### src/rtl/jam_pkg.sv
// jam_pkg: shared constants and FSM state type for the cost-ROM arbiter
//   NREQ      default requester count
//   MAX_BURST default maximum lookups per grant
//   AW        worker/job address width
//   CW        cost data width
package jam_pkg;
   localparam int NREQ      = 4;
   localparam int MAX_BURST = 8;
   localparam int AW        = 3;
   localparam int CW        = 7;
   typedef enum logic {IDLE, LOCK} state_t;
endpackage

### src/rtl/jam_rr_pick.sv
// jam_rr_pick: round-robin search starting at ptr and wrapping
//   req  in   per-requester request vector
//   ptr  in   index searched first
//   win  out  one-hot winner (0 when req==0)
//   idx  out  winner index (0 when req==0)
module jam_rr_pick #(
   parameter int N = 4,
   localparam int PW = $clog2(N)
) (
   input  logic [N-1:0]  req,
   input  logic [PW-1:0] ptr,
   output logic [N-1:0]  win,
   output logic [PW-1:0] idx
);
   // Scan from the farthest position back to ptr so the closest match wins.
   always_comb begin
      win = '0;
      idx = '0;
      for (int k = N - 1; k >= 0; k--) begin
         if (req[(int'(ptr) + k) % N]) begin
            idx = PW'((int'(ptr) + k) % N);
            win = N'(1) << ((int'(ptr) + k) % N);
         end
      end
   end
endmodule

### src/rtl/jam_cost_arbiter.sv
// jam_cost_arbiter: round-robin burst arbiter sharing one cost ROM port
//   CLK, RST   clock and asynchronous active-high reset
//   req, last  per-requester lookup request and end-of-burst mark
//   req_w/j    packed 3-bit worker/job indices, requester i at [3i+2:3i]
//   gnt        one-hot grant, transfer when req[i] & gnt[i]
//   W, J       registered ROM address; Cost is the combinational ROM data
//   rsp_valid  one-hot strobe two cycles after a transfer, rsp_cost with it
//   busy       lock held or a lookup still in the pipeline
module jam_cost_arbiter
   import jam_pkg::*;
#(
   parameter int NREQ      = jam_pkg::NREQ,
   parameter int MAX_BURST = jam_pkg::MAX_BURST
) (
   input  logic              CLK,
   input  logic              RST,
   input  logic [NREQ-1:0]   req,
   input  logic [NREQ-1:0]   last,
   input  logic [3*NREQ-1:0] req_w,
   input  logic [3*NREQ-1:0] req_j,
   output logic [NREQ-1:0]   gnt,
   output logic [AW-1:0]     W,
   output logic [AW-1:0]     J,
   input  logic [CW-1:0]     Cost,
   output logic [NREQ-1:0]   rsp_valid,
   output logic [CW-1:0]     rsp_cost,
   output logic              busy
);
   localparam int PW = $clog2(NREQ);
   localparam int BW = $clog2(MAX_BURST + 1);

   state_t          state;
   logic [PW-1:0]   ptr, owner, pick_idx, win;
   logic [BW-1:0]   beats;
   logic [NREQ-1:0] pick_oh, own_oh, tag;
   logic            xfer;

   function automatic logic [PW-1:0] nxt(input logic [PW-1:0] i);
      return (int'(i) == NREQ - 1) ? '0 : i + 1'b1;
   endfunction

   jam_rr_pick #(.N(NREQ)) u_pick (
      .req (req),
      .ptr (ptr),
      .win (pick_oh),
      .idx (pick_idx)
   );

   assign own_oh = NREQ'(1) << owner;
   assign gnt    = RST ? '0 : (state == LOCK) ? (req[owner] ? own_oh : '0) : pick_oh;
   assign win    = (state == LOCK) ? owner : pick_idx;
   assign xfer   = |(req & gnt);
   // tag marks a transfer one cycle ago, rsp_valid one two cycles ago
   assign busy   = (state == LOCK) || |tag || |rsp_valid;

   always_ff @(posedge CLK or posedge RST) begin
      if (RST) begin
         state     <= IDLE;
         ptr       <= '0;
         owner     <= '0;
         beats     <= '0;
         W         <= '0;
         J         <= '0;
         tag       <= '0;
         rsp_valid <= '0;
         rsp_cost  <= '0;
      end else begin
         tag       <= xfer ? gnt : '0;
         rsp_valid <= tag;
         if (|tag) rsp_cost <= Cost;
         if (xfer) begin
            W <= req_w[3*win +: 3];
            J <= req_j[3*win +: 3];
            if (state == IDLE) begin
               if (last[win]) ptr <= nxt(win);
               else begin
                  state <= LOCK;
                  owner <= win;
                  beats <= BW'(1);
               end
            end else if (last[owner] || beats == BW'(MAX_BURST - 1)) begin
               state <= IDLE;
               ptr   <= nxt(owner);
               beats <= '0;
            end else beats <= beats + 1'b1;
         end
      end
   end
endmodule

### config.mk
export PLATFORM = sky130hd
export DESIGN_NAME = jam_cost_arbiter
export DESIGN_NICKNAME = d
export VERILOG_FILES = /design/src/rtl/jam_pkg.sv /design/src/rtl/jam_rr_pick.sv /design/src/rtl/jam_cost_arbiter.sv
export SDC_FILE = /design/constraint.sdc
export NUM_CORES = 1
export LEC_CHECK = 0
export BUFFER_PORTS_ARGS = -buffer_cell sky130_fd_sc_hd__buf_2
export CORE_MARGIN = 1
export CORE_UTILIZATION = 30
export CTS_CLUSTER_DIAMETER = 30
export DETAILED_ROUTE_END_ITERATION = 12
export PLACE_DENSITY_LB_ADDON = 0.2
export SETUP_SLACK_MARGIN = 0.15
export SYNTH_ARGS = -nofsm -noshare
export SYNTH_HDL_FRONTEND = slang
export SYNTH_SLANG_ARGS = --single-unit
### constraint.sdc
create_clock -name CLK -period 5.8 [get_ports CLK]
set_input_delay 0.58 -clock CLK [delete_from_list [all_inputs] [get_ports CLK]]
set_output_delay 0.58 -clock CLK [all_outputs]
set_load 0.05 [all_outputs]
==> metrics.yaml, run 1 <==
crit_chain: "inv_2 -> ha_1 -> mux2i_1 -> o22ai_1 -> a2111oi_0 -> o21ai_1 -> a222oi_1 -> nand2_2 -> nor3b_4 -> mux2_4"
die_h_um: 90.2
leakagePower_nw: 1.42
wirelength_um: 5370
grt_pass1_wl_um: 9170
placed_area_mm2: 0.00273
critPathMaxStageDelay_ns: 0.88
worstSetupEndpointType: "flop"
crit_slowest_cell: "dfrtp_1"
crit_type: "flop to flop"
clock_sinks: 30
setup_tns_ns: 0
dieArea_mm2: 0.00813
final_hold_viol_count: 0
drv_cap: 0
pre_cts_slack_ns: 1.36
stdcell_area_mm2: 0.00287
powerDensity_mw_per_mm2: 670
remaining_drc_errors: 0
drive_above_1_share_pct: 37.7
power_frac_clock_pct: 13.7
avgSynthCellArea_um2: 10.1
p_comb_share_pct: 65.0
switching_power_w: 0.000933
worstPathRequired_ns: 5.96
placed_cells_incl_taps: 383
clk_pin_slew_ns: 0.07
seq_power_share_pct: 21.3
grt_pass1_vias: 1893
rsz0062_at_grt: "false"
wl_per_cell_um: 13.7
layout_setup_ws_ns: 1.33
ir_drop_v: 0.000220
worstPathArrival_ns: 4.63
fmax_mhz: 224
status: "complete, no violations"
fin_nets: 345
syn_area_mm2: 0.00233
viasPerCell: 5.04
path_delay_family: "compound AO/OA/AOI/OAI gates"
cts_tree: "built"
area_growth_pct: 23.0
worst_slew_pin_slew_ns: 0.826
cts_root_buffer: "clkbuf_8"
synthFlopType: "dfrtp_1"
fp-row-count: 31
gr-usage-all-layers_pct: 13.9
start_kind: "flop"
antenna_found_initial: 0
start_util_pct: 31.6
sw_frac_of_total_pct: 48.5
cp_num_buf_inv: 1
antenna_violating_nets_post_route: 0
cellInternalPower_w: 0.000989
critPathMaxFanout: 25
period_needed_ns: 4.47
p_total_w: 0.00192
syn_nets: 285
post_cts_buffers: 0
fin_crit_sh_pct: 77.1
place_hpwl_um: 3990
boundaryPins: 63
cts_resized: 0
grt_max_degree: 26
core_mm2: 0.00737
cts-buffers-inserted: 5
ys_seq_elements: 30
slew_violations: 0
gr-total-overflow: 0
clock_path_buffers: 2
drt-initial-drc-count: 94
yosysWarnings: 0
vias: 1970
finalClockSkew_ns: 0.00644
die_w_um: 90.2
yosysSeqAreaShare_pct: 32.2
num_antenna_cells: 0
relSlewSlack_pct: 44.9
hold_class: "primary input to async pin"
synth-async-reset-ratio_pct: 100
fin_cells: 391
place_congestion: 0.864
drtPass1Iterations: 4
yosysUniqueCellTypes: 48
cts_max_level: 2
numPortBuffers: 62
clk_latency_ns: 0.28
hold_buffers: 0
synth-edff-count: 0
synth_cells: 231
setup_viol: 0
[synthesized netlist by cell type (2+ instances only)]
| master | number | area (um^2) |
|---|---|---|
| a21o_1 | 3 | 22.5 |
| a21oi_1 | 7 | 35.0 |
| a31o_2 | 3 | 26.3 |
| a31oi_1 | 2 | 12.5 |
| and2_1 | 4 | 25.0 |
| and3_1 | 7 | 43.8 |
| buf_2 | 6 | 30.0 |
| buf_6 | 3 | 33.8 |
| clkbuf_1 | 4 | 15.0 |
| dfrtp_1 | 30 | 751 |
| ha_1 | 13 | 163 |
| inv_1 | 12 | 45.0 |
| mux2_2 | 18 | 203 |
| mux2_4 | 4 | 60.1 |
| mux2i_1 | 30 | 300 |
| mux4_2 | 3 | 67.6 |
| nand2_1 | 17 | 63.8 |
| nand2b_1 | 5 | 31.3 |
| nand3_1 | 4 | 20.0 |
| nor2_1 | 9 | 33.8 |
| nor2b_1 | 3 | 18.8 |
| nor3_1 | 2 | 10.0 |
| nor4_1 | 3 | 18.8 |
| o211ai_1 | 6 | 45.0 |
| o21ai_0 | 3 | 15.0 |
| o21ai_1 | 3 | 15.0 |
| o22ai_1 | 5 | 31.3 |
| or2_2 | 2 | 12.5 |
[per-layer routing]
| metal | up-vias | track usage [%] | routed length [um] |
|---|---|---|---|
| li1 | 971 | - | - |
| met2 | 62 | 22.6 | 2470 |
| met4 | 0 | 2.96 | 16 |
| met1 | 935 | 18.4 | 2570 |
| met5 | - | 0 | 0 |
| met3 | 2 | 3.81 | 314 |
[stage by stage]
step,hold slack [ns],utilization (%)
3_5_place_dp,0.364,37.0
6_report,0.319,38.9
2_1_floorplan,0.354,-
3_3_place_gp,0.363,37.0
4_1_cts,0.324,38.9
5_1_grt,0.365,38.9
[path summary, 6_finish.rpt]
kind / depth (start not counted) / endpoint / slack (ns) / from
max: 10 / ptr[0] / 1.33 / ptr[0]
min: 2 / W[2] / 0.32 / RST
max reg2reg: 10 / ptr[0] / 1.33 / ptr[0]
min reg2reg: 0 / rsp_valid[1] / 0.38 / tag[1]
max in group asynchronous: 3 / rsp_cost[6] / 4.80 / RST
min in group CLK: 0 / rsp_valid[1] / 0.38 / tag[1]
[worst reg2reg max path, stage by stage (launching register included)]
cell and delay (ns):
dfrtp_1 0.88, inv_2 0.29, ha_1 0.59, mux2i_1 0.43
o22ai_1 0.16, a2111oi_0 0.49, o21ai_1 0.21, a222oi_1 0.39
nand2_2 0.33, nor3b_4 0.28, mux2_4 0.31
[state kept, by name, indices dropped and copies added (netlist names)]
signal,flops
owner,2
ptr,2
W,3
tag,4
beats,4
rsp_valid,4
J,3
rsp_cost,7
state,1
[power by group through the flow]
stage,logic [W],registers (W),clock network (W)
2_1_floorplan,0.000856,0.000560,0
3_3_place_gp,0.00125,0.000411,0
3_5_place_dp,0.00126,0.000411,0
4_1_cts,0.00126,0.000409,0.000269
5_1_grt,0.00136,0.000428,0.000283
6_report,0.00125,0.000409,0.000264
[cell usage in the layout (no fill, tap or decap), drive strengths merged, types with 5 or more instances in the layout]
cell    instances
buf            66
dfrtp          30
mux2i          30
mux2           22
nand2          18
ha             13
inv            13
nor2            9
a21oi           7
and3            7
o211ai          6
clkbuf          6
o21ai           6
o22ai           5
nand2b          5
[cell families (layout without fill, tap and decap cells)]
logic type      count (synthesis)  in the layout  synth area share [%]
compound gates                 47             47                  14.6
xor+xnor                        1              1                 0.376
fa+ha+maj                      13             13                  6.97
buf+inv                        26             87                  5.47
flops                          30             30                  32.2
mux                            55             55                  27.0
simple gates                   59             59                  13.3
[layout make-up]
class	instances	area, um^2
tap	99	124
clock inverter	2	60.1
clock buffer	6	82.6
inverter	13	48.8
fill	738	4500
sequential	30	751
timing repair buffer	66	340
multi-input combinational	175	1460
Note: power is estimated with default switching activity, not from simulation.
==> run 2: changes to the inputs <==
==> constraint.sdc (replaced) <==
create_clock -name CLK -period 4 [get_ports CLK]
set_input_delay 0.4 -clock CLK [delete_from_list [all_inputs] [get_ports CLK]]
set_output_delay 0.4 -clock CLK [all_outputs]
set_load 0.05 [all_outputs]
==> run 2 against run 1 <==
Effect of this change: cell count grew 1.5%; via count shrank 0.76%; routed wire length is 0.71% higher; clock skew shrank 0.0034 ns; maximum frequency rose by 29%; combinational power is 54% higher; total power increased by 41%; die area unchanged; clock power down 5%; flip-flop and latch count is the same; sequential share of layout area about the same; largest cell class unchanged.
==> metrics.yaml, run 2 (synthesized netlist as in run 1, its figures left out) <==
core_mm2: 0.00737
die_h_um: 90.2
gr-usage-all-layers_pct: 14.1
status: "complete, no violations"
drive_above_1_share_pct: 38.9
place_hpwl_um: 4100
drtPass1Iterations: 4
path_delay_family: "compound AO/OA/AOI/OAI gates"
cp_num_buf_inv: 3
fp-row-count: 31
clock_sinks: 30
crit_slowest_cell: "ha_1"
fin_crit_sh_pct: 86.5
vias: 1955
clk_pin_slew_ns: 0.06
setup_viol: 0
grt_max_degree: 25
clock_path_buffers: 2
cts_max_level: 2
whs_ns: 0.211
antenna_found_initial: 0
worstSetupEndpointType: "flop"
die_w_um: 90.2
leakagePower_nw: 1.42
relSlewSlack_pct: 56.5
cts_root_buffer: "clkbuf_8"
grt_pass1_vias: 1924
fin_nets: 351
ir_drop_v: 0.000338
wirelength_um: 5410
numPortBuffers: 62
start_kind: "flop"
worstPathRequired_ns: 4.17
gr-total-overflow: 0
final_hold_viol_count: 0
drt-initial-drc-count: 131
num_antenna_cells: 0
cts_tree: "built"
worst_slew_pin_slew_ns: 0.651
area_growth_pct: 22.9
setup_tns_ns: 0
p_total_w: 0.00272
period_needed_ns: 3.46
final_cell_mix: "buf_2, dfrtp_1, mux2i_1"
fmax_mhz: 289
critPathMaxFanout: 11
slew_violations: 0
remaining_drc_errors: 0
layout_setup_ws_ns: 0.540
antenna_violating_nets_post_route: 0
crit_chain: "inv_1 -> ha_1 -> mux2_4 -> mux2_2 -> a2111oi_1 -> o21ai_1 -> a222oi_1 -> nand2_2 -> buf_4 -> buf_4 -> mux2_4"
top_register: "rsp_cost"
grt_pass1_wl_um: 9260
wl_per_cell_um: 13.6
powerDensity_mw_per_mm2: 949
critPathMaxStageDelay_ns: 0.51
boundaryPins: 63
pre_cts_slack_ns: 0.403
start_util_pct: 31.6
place_congestion: 0.817
hold_class: "primary input to async pin"
dieArea_mm2: 0.00813
layout_commonest_cell: "buf_2"
fin_util_pct: 38.9
worstPathArrival_ns: 3.63
largest_reg_flops: 7
drv_cap: 0
rsz0062_at_grt: "false"
finalClockSkew_ns: 0.00300
viasPerCell: 4.92
cts-buffers-inserted: 5
crit_type: "flop to flop"
clk_latency_ns: 0.28
-- run 2: cell types whose count changed in the layout (fill, tap and decap cells not counted) --
| cell | previous run | this run |
|---|---|---|
| buf_4 | 4 | 10 |
| clkinv_2 | 0 | 1 |
| clkbuf_1 | 0 | 1 |
| mux2i_1 | 30 | 29 |
| mux2i_2 | 0 | 1 |
| bufinv_16 | 2 | 0 |
-- run 2: routing by layer --
layer,GRT usage [%],vias up,wire length (um)
li1,-,978,-
met1,20.0,895,2680
met2,21.0,72,2330
met3,3.05,10,305
met4,5.11,0,89
met5,0,-,0
-- run 2: final timing paths --
path                       slack, ns  cells past startpoint           end    start
hold reg to reg                 0.37                      0  rsp_valid[2]   tag[2]
hold / removal                  0.21                      2        ptr[1]      RST
min in group CLK                0.35                      2   rsp_cost[4]  Cost[4]
setup reg to reg                0.54                     11          J[0]   ptr[1]
max in group asynchronous       3.11                      3  rsp_valid[0]      RST
setup / recovery                0.54                     11          J[0]   ptr[1]
-- run 2: where the power goes --
group	switching [W]	internal [W]	leakage, nW
logic	0.00114	0.000777	1.00
clock network	0.000112	0.000139	0.0482
registers	0.000104	0.000443	0.371
-- run 2: final cells by class --
type	count	area, um^2
well taps	99	124
repair buffers	72	385
inverters	13	48.8
clock inverters	1	5.00
flip-flops and latches	30	751
fillers	755	4500
multi-input cells	175	1470
clock buffers	7	86.3
-- run 2: stage by stage --
step,cell area [um^2],std cells
after floorplan,2330,231
after detailed placement,2750,386
after CTS,2840,394
after global placement,2750,386
final,2870,397
after global routing,2870,397
-- run 2: repair_timing --
| action | in CTS | in global routing |
|---|---|---|
| buffers inserted | 0 | 3 |
| resized for setup | 0 | 1 |
| hold buffers | 0 | 0 |
| setup endpoints to repair | 0 | 2 |
